File: src/rtl/disp_scan.sv
// Six-digit multiplexed LED scanner for an HH.MM.SS clock display.
// It blanks between digits, latches its inputs once per frame, blinks selected digits and drives a lamp test.
module disp_scan #(
    parameter int DWELL      = 2,
    parameter int BLINK_HALF = 250
) (
    input  logic       clk,
    input  logic       rst,
    input  logic [6:0] seg_in,
    input  logic [3:0] bcd1,
    input  logic [3:0] bcd2,
    input  logic [3:0] bcd3,
    input  logic [3:0] bcd4,
    input  logic [3:0] bcd5,
    input  logic [5:0] blink_mask,
    input  logic       alarm_flag,
    input  logic       lamp_test,
    output logic [6:0] seg_out,
    output logic [5:0] dig_n,
    output logic       dp_out
);

    localparam logic [7:0] DWELL_LAST = 8'(DWELL - 1);
    localparam logic [9:0] BLINK_LAST = 10'(BLINK_HALF - 1);
    localparam logic [2:0] IDX_LAST   = 3'd5;

    logic [7:0] dwell_cnt;
    logic [2:0] idx;
    logic [9:0] blink_cnt;
    logic       phase;

    logic [6:0] sh_seg;
    logic [3:0] sh_bcd1, sh_bcd2, sh_bcd3, sh_bcd4, sh_bcd5;
    logic [5:0] sh_mask;
    logic       sh_alarm;

    logic       dwell_wrap;
    logic       shadow_load;
    logic [6:0] digit_seg;
    logic       sep_digit;
    logic [6:0] nxt_seg;
    logic [5:0] nxt_dig;
    logic       nxt_dp;

    function automatic logic [6:0] bcd_to_seg(input logic [3:0] v);
        case (v)
            4'd0:    bcd_to_seg = 7'b0111111;
            4'd1:    bcd_to_seg = 7'b0000110;
            4'd2:    bcd_to_seg = 7'b1011011;
            4'd3:    bcd_to_seg = 7'b1001111;
            4'd4:    bcd_to_seg = 7'b1100110;
            4'd5:    bcd_to_seg = 7'b1101101;
            4'd6:    bcd_to_seg = 7'b1111101;
            4'd7:    bcd_to_seg = 7'b0000111;
            4'd8:    bcd_to_seg = 7'b1111111;
            4'd9:    bcd_to_seg = 7'b1101111;
            default: bcd_to_seg = 7'b0000000;
        endcase
    endfunction

    assign dwell_wrap  = (dwell_cnt == DWELL_LAST);
    assign shadow_load = (idx == 3'd0) && (dwell_cnt == 8'd0);

    // NOTE: every output of this block is given a default first so no latch is inferred.
    always_comb begin
        digit_seg = 7'b0000000;
        nxt_seg   = 7'b0000000;
        nxt_dig   = 6'b111111;
        nxt_dp    = 1'b0;

        case (idx)
            3'd0:    digit_seg = sh_seg;
            3'd1:    digit_seg = bcd_to_seg(sh_bcd1);
            3'd2:    digit_seg = bcd_to_seg(sh_bcd2);
            3'd3:    digit_seg = bcd_to_seg(sh_bcd3);
            3'd4:    digit_seg = bcd_to_seg(sh_bcd4);
            3'd5:    digit_seg = bcd_to_seg(sh_bcd5);
            default: digit_seg = 7'b0000000;
        endcase
        sep_digit = (idx == 3'd2) || (idx == 3'd4);

        // The dwell=0 cycle of each slot stays dark so the previous digit does not ghost.
        if (dwell_cnt != 8'd0) begin
            nxt_dig = ~(6'b000001 << idx);
            if (lamp_test) begin
                nxt_seg = 7'h7F;
                nxt_dp  = 1'b1;
            end else begin
                nxt_seg = (!phase && sh_mask[idx]) ? 7'b0000000 : digit_seg;
                nxt_dp  = sep_digit && (!sh_alarm || phase);
            end
        end
    end

    // NOTE: state updates use non-blocking assignments so every register sees pre-edge values.
    always_ff @(posedge clk) begin
        if (rst) begin
            dwell_cnt <= 8'd0;
            idx       <= 3'd0;
            blink_cnt <= 10'd0;
            phase     <= 1'b1;
            sh_seg    <= 7'b0111111;
            sh_bcd1   <= 4'd0;
            sh_bcd2   <= 4'd0;
            sh_bcd3   <= 4'd0;
            sh_bcd4   <= 4'd0;
            sh_bcd5   <= 4'd0;
            sh_mask   <= 6'd0;
            sh_alarm  <= 1'b0;
            seg_out   <= 7'b0000000;
            dig_n     <= 6'b111111;
            dp_out    <= 1'b0;
        end else begin
            if (dwell_wrap) begin
                dwell_cnt <= 8'd0;
                idx       <= (idx == IDX_LAST) ? 3'd0 : idx + 3'd1;
            end else begin
                dwell_cnt <= dwell_cnt + 8'd1;
            end

            if (blink_cnt == BLINK_LAST) begin
                blink_cnt <= 10'd0;
                phase     <= ~phase;
            end else begin
                blink_cnt <= blink_cnt + 10'd1;
            end

            // Latch once per frame so a display update never tears across digits.
            if (shadow_load) begin
                sh_seg   <= seg_in;
                sh_bcd1  <= bcd1;
                sh_bcd2  <= bcd2;
                sh_bcd3  <= bcd3;
                sh_bcd4  <= bcd4;
                sh_bcd5  <= bcd5;
                sh_mask  <= blink_mask;
                sh_alarm <= alarm_flag;
            end

            seg_out <= nxt_seg;
            dig_n   <= nxt_dig;
            dp_out  <= nxt_dp;
        end
    end

endmodule

File: config.mk
export PLATFORM = sky130hd
export DESIGN_NAME = disp_scan
export DESIGN_NICKNAME = d
export VERILOG_FILES = /design/src/rtl/disp_scan.sv
export SDC_FILE = /design/constraint.sdc
export NUM_CORES = 1
export LEC_CHECK = 0
export ABC_AREA = 1
export CAP_MARGIN = 20
export CORE_MARGIN = 4
export CORE_UTILIZATION = 43
export CTS_CLUSTER_SIZE = 16
export DETAILED_ROUTE_END_ITERATION = 6
export PLACE_DENSITY = 0.72
export SETUP_SLACK_MARGIN = 0.02
export SLEW_MARGIN = 20
export SYNTH_ARGS = -nofsm -noshare
export SYNTH_HDL_FRONTEND = slang
export SYNTH_SLANG_ARGS = --single-unit
File: constraint.sdc
create_clock -name clk -period 4.6 [get_ports clk]
set_clock_uncertainty 0.2 [all_clocks]
set_input_delay 0.46 -clock clk [delete_from_list [all_inputs] [get_ports clk]]
set_output_delay 0.46 -clock clk [all_outputs]
set_load 0.02 [all_outputs]
==> summary.log <==
[power_and_ir_drop] combinational share of power 0.329
[power_and_ir_drop] share of power burned in the clock network 0.249
[critical_path] Critical Path End Type flip-flop
[yosys] count leader, synth sky130_fd_sc_hd__nand2_1
[critical_path] type of the worst setup path flip-flop to flip-flop
[route] wire length per cell 12.53 µm
[cts] clock root buffer sky130_fd_sc_hd__clkbuf_16
[grt] highest-utilization routing layer at the global route stage met2
[route] vias per cell 4.938
[critical_path] startpoint of the most critical setup path dwell_cnt[0]
[die] overall die height 118.0 µm
[finish] share of cells above drive strength 1 0.08136
[grt] number of antenna violations at the first check in global routing 0
[place] detailed placer's ending HPWL 8.405 mm
[cts] clock transition at the register clock pins on the worst setup and hold paths after CTS 0.07 ns
[grt] via count of the first global-routing pass 4220
[critical_path] data arrival at the endpoint of the critical path 3.14 ns
[yosys] post-synth top area share 0.4037
[power_and_ir_drop] switch share 0.3684
[die] Die Area 0.01393 mm²
[place] weighted congestion reported at the end of routability-driven placement 0.8463
[die] number of top-level design ports 51
[critical_path] length in cells of the worst reg-to-reg path 14
[yosys] Cells after Synth 713
[critical_path] startpoint type of the worst setup path flip-flop
[grt] Total GRT Usage 0.1681
[yosys] count of flip-flops with a built-in enable after synthesis 0
[die] die boundary width 118.0 µm
[sta] slew margin rel. 0.6027
[die] cell row count 39
[die] initial core utilization 0.4484
[yosys] synth warn 0
[cts] Skew-Pair Late Insertion Delay 0.35 ns
[critical_path] startpoint of the lowest-slack register-to-register path dwell_cnt[0]
[yosys] synthesized area 0.005207 mm²
[power_and_ir_drop] PD cells 482.0 mW/mm²
[route] detailed-route DRC error count 0
[cts] clock tree from TritonCTS yes
[finish] final non-filler cell total 905
[cts] total setup buffers inserted after CTS 0
[yosys] net count after synthesis 786
[route] DRC violation total after the first TritonRoute iteration 348
[yosys] fraction of registers with async set/reset 0
[grt] largest net degree at the start of global routing 43
[power_and_ir_drop] Internal Power 1.847 mW
[power_and_ir_drop] sequential group share of total power 0.421
[sta] time the final worst path needs with I/O delays and setup 3.105 ns
[yosys] sequential element share of the synthesized area 0.4037
[route] WL final 11.34 mm
[critical_path] slack of the worst reg-to-reg path 1.49 ns
[critical_path] required time worst endpoint 4.64 ns
[power_and_ir_drop] post-route total power 2.925 mW
[route] number of detailed-routing iterations run before antenna repair 5
[grt] met3 global-route usage 0.03700
[yosys] library cell occupying the most area in the post-synthesis netlist sky130_fd_sc_hd__dfxtp_1
[sta] unrepaired setup endpoints after global routing no
[power_and_ir_drop] Static Leakage 3.086 nW
[power_and_ir_drop] largest voltage drop on the vdd net 0.2092 mV
[power_and_ir_drop] sw power 1.078 mW
[yosys] flip-flop and latch count after synthesis 105
[route] post-route ant nets 0
[grt] GR Layer Usage met1 0.2323
[cts] cts hold-fix bufs 0
[critical_path] CP Max Fanout 42
[sta] maximum achievable frequency 322.0 MHz
[yosys] Post-synth top cells sky130_fd_sc_hd__nand2_1 (236), sky130_fd_sc_hd__dfxtp_1 (105), sky130_fd_sc_hd__inv_1 (86)
[cts] sinks on the clock net 105
[sta] # setup viols final 0
[yosys] Avg Inst Size Synth 7.304 µm²
[grt] global-route wire length before repair 19.78 mm
[yosys] count of different cell masters after synthesis 36
[route] routed via count 4469
[place] number of I/O port buffers 50
[min_path] worst hold-check path type flip-flop to flip-flop
[place] instance count after placement with tap cells included 889
[grt] met2 demand-to-capacity share in global routing 0.2666
[sta] measured slew at the worst slew-check pin 0.5938 ns
[yosys] top post-synthesis cells by area sky130_fd_sc_hd__dfxtp_1 (40%), sky130_fd_sc_hd__nand2_1 (17%), sky130_fd_sc_hd__ha_1 (8.6%)
[die] floorplan core area 0.01161 mm²
[cts] Max H-tree Level 3
[sta] accumulated negative setup slack 0 ns
[sta] fraction of the cycle the final worst path needs 0.6750
[cts] maximum root-to-sink buffer count 2
[cts] number of resized instances in the post-cts repair step 0
[yosys] most used flip-flop cell after synthesis sky130_fd_sc_hd__dfxtp_1
[finish] number of nets in the finished design 830
[grt] grt total ovfl 0
[sta] Max Transition Viols Final 0
[cts] total CTS buffers 9
[run_status] outcome finished clean
[sta] worst hold slack across all endpoints 0.2553 ns
[sta] number of failing hold endpoints at the final stage 0
[finish] Antenna diodes 0
[run] max cap viols 0
[finish] growth of design area from synthesis to finish 16.53%
cell usage in the layout, fill, tap and decap left out, drive strengths merged:
cell           netlist  final
inv                 87     89
nor3b                4      4
clkinvlp             0      1
nand4               22     22
nand3b               1      1
buf                 14      4
a21oi               31     31
dfxtp              105    105
a211oi               1      1
ha                  36     36
or2                  6      6
nor2                43     43
clkdlybuf4s50        0     50
o211ai               1      1
clkbuf               7     10
a22oi                1      1
clkinv               2      5
o41ai                1      1
nand3               74     74
nand2              251    251
o21ai               15     15
nor3                 6      6
xor2                 2      2
a31oi                1      1
and3                 2      2
worst max-delay path, cell delays in order (launching register included):
cell,delay [ns]
sky130_fd_sc_hd__dfxtp_1,0.36
sky130_fd_sc_hd__inv_1,0.08
sky130_fd_sc_hd__ha_1,0.16
sky130_fd_sc_hd__nand2_2,0.09
sky130_fd_sc_hd__nor2_8,0.47
sky130_fd_sc_hd__nand2_4,0.41
sky130_fd_sc_hd__nand2_1,0.18
sky130_fd_sc_hd__nand2_1,0.08
sky130_fd_sc_hd__nand2_1,0.19
sky130_fd_sc_hd__inv_1,0.11
sky130_fd_sc_hd__ha_1,0.30
sky130_fd_sc_hd__inv_1,0.06
sky130_fd_sc_hd__nand4_1,0.12
sky130_fd_sc_hd__nand2_1,0.10
sky130_fd_sc_hd__nand2_1,0.05
layer usage:
layer  part of all wire  up-vias
li1                   -     2331
met1               0.49     2007
met2               0.45      113
met3              0.053       18
met4              0.011        0
met5                  0        -
cells by family (layout without fill, tap and decap cells):
group                    after synthesis  after routing  share of synthesized area
flip-flops                           105            105                     0.4037
adder cells (fa/ha/maj)               36             36                    0.08650
XOR/XNOR                               2              2                   0.003364
AO/OA/AOI/OAI                         51             51                    0.05286
AND/OR/NAND/NOR                      409            409                     0.3650
buffers and inverters                110            159                    0.08866
how the worst min path moves through the flow:
stage                       endpoint  startpoint  slack, ns  depth (start not counted)
after floorplan           sh_mask[0]  sh_mask[0]       0.22                          2
after global placement     sh_seg[3]   sh_seg[3]       0.24                          2
after detailed placement  sh_mask[2]  sh_mask[2]       0.25                          2
after CTS                 sh_mask[2]  sh_mask[2]       0.26                          2
after global routing        sh_alarm    sh_alarm       0.29                          2
final                     sh_mask[2]  sh_mask[2]       0.26                          2
power by group through the flow:
stage | Clock (mW) | Sequential (mW) | Combinational [mW]
CTS | 0.741 | 1.23 | 0.966
global placement | 0 | 1.25 | 0.942
finish | 0.730 | 1.23 | 0.964
floorplan | 0 | 1.24 | 0.740
detailed placement | 0 | 1.25 | 0.961
global route | 0.780 | 1.26 | 1.11
final cells by class:
type / count / area (µm²)
clock buffer: 10 / 229.0
clock inverter: 6 / 50.05
fill: 1127 / 5545
inverter: 89 / 334.1
multi-input combinational: 498 / 2644
sequential: 105 / 2102
tap: 143 / 178.9
timing repair buffer: 54 / 530.5
per-stage QoR:
step / setup WS [ns] / instance area (µm²) / utilization
after CTS: 1.466 / 6068 / 0.5225
after global placement: 1.421 / 5789 / 0.4985
after global routing: 1.223 / 6068 / 0.5225
final: 1.495 / 6068 / 0.5225
after floorplan: 2.238 / 5207 / -
after detailed placement: 1.293 / 5789 / 0.4985
(Power assumes the default switching activity.)
